File: src/rtl/chacha20_param_loader_if.sv
// rtl/chacha20_param_loader_if.sv - parameter-set handshake bundle between loader and consumer
interface chacha20_param_loader_if;
  logic         params_valid;
  logic         params_ready;
  logic [255:0] key;
  logic [95:0]  nonce;
  logic [31:0]  counter;

  modport master (output params_valid, key, nonce, counter, input params_ready);
  modport slave  (input params_valid, key, nonce, counter, output params_ready);
endinterface

File: src/rtl/chacha20_param_loader.sv
// rtl/chacha20_param_loader.sv - UART-fed ChaCha20 key/nonce/counter loader; PARAM_CHECKSUM_EN adds a trailing XOR byte
module chacha20_param_loader #(
  parameter int CLK_FREQ     = 50000000,
  parameter int BAUD         = 115200,
  parameter int TIMEOUT_BITS = 20
) (
  input  logic                    clk,
  input  logic                    rst_n,
  input  logic                    uart_rx,
  output logic                    frame_err,
  output logic                    busy,
  chacha20_param_loader_if.master p
);
  localparam int CLKS_PER_BIT   = CLK_FREQ / BAUD;
  localparam int HALF_BIT       = CLKS_PER_BIT / 2;
  localparam int TIMEOUT_CYCLES = TIMEOUT_BITS * CLKS_PER_BIT;
  localparam int BIT_CW         = $clog2(CLKS_PER_BIT + 1);
  localparam int GAP_CW         = $clog2(TIMEOUT_CYCLES + 1);
  localparam logic [7:0] SYNC_BYTE = 8'hA5;
  localparam logic [5:0] LAST_IDX  = 6'd47;

  // two-flop synchronizer plus one delayed copy for falling-edge detection
  logic rx_meta, rx_sync, rx_prev;
  always_ff @(posedge clk or negedge rst_n) begin
    if (!rst_n) begin
      rx_meta <= 1'b1;
      rx_sync <= 1'b1;
      rx_prev <= 1'b1;
    end else begin
      rx_meta <= uart_rx;
      rx_sync <= rx_meta;
      rx_prev <= rx_sync;
    end
  end

  typedef enum logic [1:0] {R_IDLE, R_START, R_DATA, R_STOP} rx_state_t;
  rx_state_t         rx_state;
  logic [BIT_CW-1:0] bit_tmr;
  logic [2:0]        bit_idx;
  logic [7:0]        rx_shift;
  logic              byte_stb;
  logic              rx_err;

  // 8N1 receiver: mid-bit sampling, glitch rejection on the start bit
  always_ff @(posedge clk or negedge rst_n) begin
    if (!rst_n) begin
      rx_state <= R_IDLE;
      bit_tmr  <= '0;
      bit_idx  <= '0;
      rx_shift <= '0;
      byte_stb <= 1'b0;
      rx_err   <= 1'b0;
    end else begin
      byte_stb <= 1'b0;
      rx_err   <= 1'b0;
      case (rx_state)
        R_IDLE: begin
          bit_tmr <= '0;
          if (rx_prev && !rx_sync) rx_state <= R_START;
        end
        R_START: begin
          if (bit_tmr == BIT_CW'(HALF_BIT - 1)) begin
            bit_tmr  <= '0;
            bit_idx  <= '0;
            rx_state <= rx_sync ? R_IDLE : R_DATA;
          end else begin
            bit_tmr <= bit_tmr + 1'b1;
          end
        end
        R_DATA: begin
          if (bit_tmr == BIT_CW'(CLKS_PER_BIT - 1)) begin
            bit_tmr  <= '0;
            rx_shift <= {rx_sync, rx_shift[7:1]};
            bit_idx  <= bit_idx + 1'b1;
            if (bit_idx == 3'd7) rx_state <= R_STOP;
          end else begin
            bit_tmr <= bit_tmr + 1'b1;
          end
        end
        R_STOP: begin
          if (bit_tmr == BIT_CW'(CLKS_PER_BIT - 1)) begin
            bit_tmr  <= '0;
            rx_state <= R_IDLE;
            if (rx_sync) byte_stb <= 1'b1;
            else         rx_err   <= 1'b1;
          end else begin
            bit_tmr <= bit_tmr + 1'b1;
          end
        end
        default: rx_state <= R_IDLE;
      endcase
    end
  end

`ifdef PARAM_CHECKSUM_EN
  typedef enum logic [1:0] {S_IDLE, S_PAYLOAD, S_CHECK, S_PEND} state_t;
  logic [7:0] xsum;
`else
  typedef enum logic [1:0] {S_IDLE, S_PAYLOAD, S_PEND} state_t;
`endif
  state_t            state;
  logic [5:0]        idx;
  logic [383:0]      shadow;
  logic [GAP_CW-1:0] gap;
  logic              commit_q;

  // frame FSM: sync hunt, payload collection, commit and hold until transfer
  always_ff @(posedge clk or negedge rst_n) begin
    if (!rst_n) begin
      state          <= S_IDLE;
      idx            <= '0;
      shadow         <= '0;
      gap            <= '0;
      commit_q       <= 1'b0;
      frame_err      <= 1'b0;
      busy           <= 1'b0;
      p.params_valid <= 1'b0;
      p.key          <= '0;
      p.nonce        <= '0;
      p.counter      <= '0;
`ifdef PARAM_CHECKSUM_EN
      xsum           <= '0;
`endif
    end else begin
      frame_err <= 1'b0;
      commit_q  <= 1'b0;
      if (commit_q) begin
        p.key          <= shadow[383:128];
        p.nonce        <= shadow[127:32];
        p.counter      <= shadow[31:0];
        p.params_valid <= 1'b1;
        state          <= S_PEND;
        busy           <= 1'b0;
        gap            <= '0;
      end else begin
        case (state)
          S_IDLE: begin
            if (rx_err) begin
              frame_err <= 1'b1;
            end else if (byte_stb && rx_shift == SYNC_BYTE) begin
              state <= S_PAYLOAD;
              busy  <= 1'b1;
              idx   <= '0;
              gap   <= '0;
`ifdef PARAM_CHECKSUM_EN
              xsum  <= '0;
`endif
            end
          end
          S_PAYLOAD: begin
            if (rx_err || gap == GAP_CW'(TIMEOUT_CYCLES)) begin
              frame_err <= 1'b1;
              state     <= S_IDLE;
              busy      <= 1'b0;
            end else if (byte_stb) begin
              gap    <= '0;
              shadow <= {shadow[375:0], rx_shift};
              idx    <= idx + 1'b1;
`ifdef PARAM_CHECKSUM_EN
              xsum   <= xsum ^ rx_shift;
              if (idx == LAST_IDX) state <= S_CHECK;
`else
              if (idx == LAST_IDX) commit_q <= 1'b1;
`endif
            end else begin
              gap <= gap + 1'b1;
            end
          end
`ifdef PARAM_CHECKSUM_EN
          S_CHECK: begin
            if (rx_err || gap == GAP_CW'(TIMEOUT_CYCLES)) begin
              frame_err <= 1'b1;
              state     <= S_IDLE;
              busy      <= 1'b0;
            end else if (byte_stb) begin
              gap <= '0;
              if (rx_shift == xsum) begin
                commit_q <= 1'b1;
              end else begin
                frame_err <= 1'b1;
                state     <= S_IDLE;
                busy      <= 1'b0;
              end
            end else begin
              gap <= gap + 1'b1;
            end
          end
`endif
          S_PEND: begin
            // anything arriving while a set is held is an overrun
            if (byte_stb || rx_err) frame_err <= 1'b1;
            if (p.params_valid && p.params_ready) begin
              p.params_valid <= 1'b0;
              state          <= S_IDLE;
            end
          end
          default: state <= S_IDLE;
        endcase
      end
    end
  end
endmodule

File: src/flat_wrapper.sv
// flat-port wrapper written by rule: the top's interface ports become plain ports
module chacha20_param_loader_flat 
#(
  parameter int CLK_FREQ     = 50000000,
  parameter int BAUD         = 115200,
  parameter int TIMEOUT_BITS = 20
)
  (clk, rst_n, uart_rx, frame_err, busy, p_params_valid, p_key, p_nonce, p_counter, p_params_ready);
  chacha20_param_loader_if p_i ();
  input  logic clk;
  input  logic rst_n;
  input  logic uart_rx;
  output logic frame_err;
  output logic busy;
  output wire logic [$bits(p_i.params_valid)-1:0] p_params_valid;
  output wire logic [$bits(p_i.key)-1:0] p_key;
  output wire logic [$bits(p_i.nonce)-1:0] p_nonce;
  output wire logic [$bits(p_i.counter)-1:0] p_counter;
  input wire logic [$bits(p_i.params_ready)-1:0] p_params_ready;
  assign p_params_valid = p_i.params_valid;
  assign p_key = p_i.key;
  assign p_nonce = p_i.nonce;
  assign p_counter = p_i.counter;
  assign p_i.params_ready = p_params_ready;
  chacha20_param_loader #(.CLK_FREQ(CLK_FREQ), .BAUD(BAUD), .TIMEOUT_BITS(TIMEOUT_BITS)) u_core (.clk(clk), .rst_n(rst_n), .uart_rx(uart_rx), .frame_err(frame_err), .busy(busy), .p(p_i));
endmodule
File: config.mk
export PLATFORM = sky130hd
export DESIGN_NAME = chacha20_param_loader_flat
export DESIGN_NICKNAME = d
export VERILOG_FILES = /design/src/rtl/chacha20_param_loader_if.sv /design/src/rtl/chacha20_param_loader.sv /design/src/flat_wrapper.sv
export SDC_FILE = /design/constraint.sdc
export NUM_CORES = 1
export LEC_CHECK = 0
export ABC_AREA = 1
export BUFFER_PORTS_ARGS = -buffer_cell sky130_fd_sc_hd__buf_4
export CAP_MARGIN = 15
export CORE_MARGIN = 2
export CORE_UTILIZATION = 40
export CTS_CLUSTER_DIAMETER = 80
export CTS_CLUSTER_SIZE = 8
export DETAILED_ROUTE_END_ITERATION = 10
export PLACE_DENSITY_LB_ADDON = 0.1
export RECOVER_POWER = 25
export SLEW_MARGIN = 10
export SYNTH_ARGS = -nofsm -noshare
export SYNTH_HDL_FRONTEND = slang
export SYNTH_SLANG_ARGS = --single-unit
File: constraint.sdc
create_clock -name clk -period 3.35 [get_ports clk]
set_input_delay 0 -clock clk [delete_from_list [all_inputs] [get_ports clk]]
set_output_delay 0 -clock clk [all_outputs]
set_load 0.005 [all_outputs]
Yosys cells after proc, flatten, opt, wreduce, memory -nomap -nowiden

Cells that the tools add are included.

Reductions and logical operators: 23
Add/sub/neg operators: 4
Divide/modulo/power cells: 0
Shift-type cells: 0
Equal/unequal tests: 25
$lt $le $gt $ge: 0
Mux-type cells: 54
Multiply operators: 0
Bitwise gates (word level): 2

Operators by type and width:

| cell                                                                   | count |
|---|---|
| 14-bit two-way mux                                                     | 5 |
| 14-bit one-hot mux with 2 select lines                                 | 1 |
| 9-bit one-hot mux with 3 select lines                                  | 1 |
| 6-bit two-way mux                                                      | 4 |
| 1-bit two-way mux                                                      | 22 |
| 2-bit two-way mux                                                      | 11 |
| 9-bit two-way mux                                                      | 2 |
| 4-bit AND reduction                                                    | 4 |
| 14-bit by 1-bit adder with 14-bit output (second input constant)       | 1 |
| 14-bit equality test (second input constant)                           | 1 |
| 2-bit by 1-bit != test with 1-bit output (second input constant)       | 7 |
| 6-bit one-hot mux with 2 select lines                                  | 1 |
| 9-bit by 1-bit adder with 9-bit output (second input constant)         | 1 |
| 9-bit by 8-bit equality test with 1-bit output (second input constant) | 1 |
| 9-bit equality test (second input constant)                            | 1 |
| 3-bit by 1-bit != test with 1-bit output (second input constant)       | 3 |
| 8-bit equality test (second input constant)                            | 1 |
| 2-bit one-hot mux with 4 select lines                                  | 1 |
| 2-bit nonzero test                                                     | 4 |
| 6-bit by 1-bit adder with 6-bit output (second input constant)         | 1 |
| 2-bit equality test (second input constant)                            | 3 |
| 6-bit equality test (second input constant)                            | 1 |
| 3-bit two-way mux                                                      | 2 |
| 2-bit one-hot mux with 3 select lines                                  | 1 |
| other kinds (20)                                                       | 28 |

Register bits after elaboration: 821
ROM bits: 0
Output and inout port bits: 387
Memories: 0
Word-level logic and storage cells: 128
Input port bits: 4
Bits in latches: 0
RAM bits: 0

Longest topological paths before layout

Word-level depth: 6
Mapped depth: 12
Gate-level depth less buffers: 11

Worst setup path before layout

No wires, ideal clock.

Kind: register to register
Start point: register u_core.gap[0]
End point: register u_core.shadow[214]
Buffers on the path: 2
Data arrival time: 1.533 ns
Path slack: 1.751 ns
Library setup time: 0.066 ns
Clock period less this slack: 1.599 ns
Data required time: 3.284 ns
Stages on the path, launching flop included: 13
Cell sequence: dfrtp_1 > inv_1 > ha_1 > nand4_1 > nor2_1 > nand2_2 > nand2_2 > inv_4 > nand3_4 > buf_4 > buf_2 > nand2_1 > nand2_1

Word-level cells in the longest chain between the ends: 4

RTL lines:

| what                                 | line                         | RTL |
|---|---|---|
| start, declared                      | chacha20_param_loader.sv:104 | `logic [GAP_CW-1:0] gap;` |
| start signal, assigned               | chacha20_param_loader.sv:166 | `gap <= gap + 1'b1;` |
| 14-bit equality test                 | chacha20_param_loader.sv:151 | `if (rx_err \|\| gap == GAP_CW'(TIMEOUT_CYCLES)) begin` |
| 1-bit logical OR                     | chacha20_param_loader.sv:151 |  |
| 1-bit NOT (no source line)           | --                           |  |
| 4-bit AND reduction (no source line) | --                           |  |
| end signal, assigned                 | chacha20_param_loader.sv:157 | `shadow <= {shadow[375:0], rx_shift};` |
| end, declared                        | chacha20_param_loader.sv:103 | `logic [383:0] shadow;` |

No other way between the ends.
A chain may end at the register's enable or synchronous reset.

Worst setup path after layout

Start point: register u_core.gap[0]
End point: register u_core.shadow[234]

Same word-level chain as after synthesis.

==> impl_metrics.toml <==
[sta]
hold_violations = 9
drv_slew = 45
relSlewSlack_pct = -36.1
period_share_pct = 76.9
finClkSkew_ns = 0.0305
max_slew.worst_pin.slew_ns = 2.04
finalSetupViolCount = 0
max_freq_ghz = 0.388
whs_ns = -0.0153
grt_setup_unrepaired = "false"
setup_tns_ns = 0
post-route-min-period_ns = 2.58

[global_routing]
grtUsageTotal_pct = 21.8
antenna_found_initial = 0
grt_pass1_wl_mm = 149
overflow = 0
grt_pass1_vias = 25600
grt_max_degree = 217

[logic_synthesis]
avgSynthCellArea_um2 = 8.91
synth_seq_area_share_pct = 62.6
synth-main-ff-cell = "dfrtp_1"
synthesis.nets = 3702
synth_largest_area_cell = "dfrtp_1"
ys_types = 32
synth_top_area_share_pct = 62.3
ys_seq_elements = 821
async_reset_ff_share_pct = 100
synth_area_leaders = "dfrtp_1, nand2_1, nand4_1, buf_2, clkbuf_1"
synth-edff-count = 0
netlist_area_mm2 = 0.0328
netlist_instances = 3686
yosysWarnings = 0

[setup_path]
crit_path_start_kind = "flop"
critical_path_class = "flop to flop"
cp_max_fo = 82
arrival_ns = 3.14
worstPathRequired_ns = 3.92
r2r_cells = 11
endpoint_kind = "flop"

[placed_design]
dp.final_hpwl_mm = 56.8
io_buffers = 390
gp_congestion = 0.757
post_dp_cell_area_mm2 = 0.0367

[cts]
cts_made_buffers = 112
clockRootBuffer = "clkbuf_16"
path_clk_slew_ns = 0.06
clock-sinks = 821
clock_latency_ns = 0.66
cts_tree = "yes"
htreeDepth = 3
ctsResizeCount = 0
clockBufferDepth = 3

[floorplanning]
die_h_um = 291
core_area_mm2 = 0.0817
ios = 391
dieArea_mm2 = 0.0844
die_w_um = 291
rows = 105
initial_utilization_pct = 40.2

[finish]
diodes = 0
drive_gt1_share_pct = 14.3
layout_commonest_cell = "nand2_1"
multi_input_comb_area_mm2 = 0.0110
fill_cells = 7942
design_area_mm2 = 0.0396
syn_to_final_growth_pct = 20.6
fin_nets = 4006
final_cell_mix = "nand2_1, dfrtp_1, buf_4"
seq_area_mm2 = 0.0206

[status]
status = "finished, violations left"
violations = "hold timing, capacitance limit, slew limit"

[routing]
drc = 0
drtPass1Iterations = 5
wl_mm = 92.7
dr.first_iter.drc_count = 1704
vias = 25700
avgViaCountPerCell = 5.05
post_drt_wl_per_cell_um = 18.2
ant_nets = 0

[flow_run]
maxCapViolCount = 1

[min_path]
hold_path.class = "primary input to async pin"

[pwr]
p_per_area_mw_per_mm2 = 543
ir_worst_vdd_v = 0.000555
p_leak_nw = 22.3
## kinds of logic after synthesis
kind of cell    share of synthesized area (%)
compound gates                          0.537
xor+xnor                                0.187
fa+ha+maj                               0.457
buf+inv                                  3.98
flops                                    62.6
mux                                     0.206
simple gates                             32.1
## cell type report
class / count / area share [%]
well taps: 1070 / 3.38
flip-flops and latches: 821 / 51.9
clock buffers: 134 / 7.34
multi-input cells: 2570 / 27.7
repair buffers: 449 / 8.98
clock inverters: 6 / 0.234
inverters: 36 / 0.392
## metal layers
metal	global-route usage, %	up-vias	part of all wire [%]
met3	5.10	113	6.0
met1	30.7	12600	45
met4	5.60	0	2.0
li1	-	12400	-
met2	34.2	558	47
met5	0	-	0
## synth_stat cells, drive strengths merged, types with 4 or more instances
master	count
ha	12
a21oi	5
nand3	35
nand4	388
xor2	4
mux2	6
o21ai	24
inv	36
dfrtp	818
buf	142
nand2	2026
or2	4
clkbuf	117
nor2	50
## flip-flops by register name (all words and copies together) (netlist names), 2 cells and up, named ones only
name              count
u_core.shadow       384
u_core.rx_shift       8
u_core.bit_tmr        9
u_core.p.counter     32
u_core.state          2
u_core.bit_idx        3
u_core.p.key        256
u_core.idx            6
u_core.gap           14
u_core.p.nonce       96
## critical path, stage by stage (launching register included)
cell and delay (ns):
dfrtp_1 0.39, inv_1 0.13, ha_1 0.16, nand4_1 0.09, nor2_1 0.13, nand2_2 0.08
nand2_2 0.14, clkinv_8 0.27, nand3_4 0.47, buf_12 0.36, nand2_1 0.10, nand2_1 0.08
## power by group
group | switching (W) | internal, W | total (W) | leakage [nW]
registers | 0.0000727 | 0.0100 | 0.0101 | 11.4
logic | 0.00110 | 0.000226 | 0.00133 | 9.40
clock network | 0.00411 | 0.00597 | 0.0101 | 1.46
## stage by stage
step | cells | worst slack [ns] | hold slack [ns] | util (%) | total power [W]
2_1_floorplan | 3686 | 1.75 | -0.296 | - | 0.0111
3_3_place_gp | 4942 | 0.814 | 0.131 | 44.9 | 0.0116
3_5_place_dp | 4942 | 0.779 | 0.122 | 44.9 | 0.0116
4_1_cts | 5086 | 0.735 | 0.0236 | 48.6 | 0.0218
5_1_grt | 5086 | 0.321 | 0.0452 | 48.4 | 0.0224
6_report | 5086 | 0.775 | -0.0153 | 48.4 | 0.0215
## worst paths after layout
check / startpoint / end / slack (ns)
worst max-delay path: u_core.gap[0] / u_core.shadow[234] / 0.77
worst min-delay path: rst_n / u_core.p.key[201] / -0.02
worst max register to register: u_core.gap[0] / u_core.shadow[234] / 0.77
worst min register to register: u_core.rx_meta / u_core.rx_sync / 0.36
max in group asynchronous: rst_n / u_core.shadow[250] / 0.78
min in group clk: p_params_ready / u_core.p.params_valid / 0.19
## repair_timing
| item | 4_1_cts | 5_1_grt |
|---|---|---|
| hold buffers | 4 | 0 |
| setup buffers | 0 | 0 |
| hold endpoints to repair | 231 | 0 |
Power figures use the tool's default switching activity.
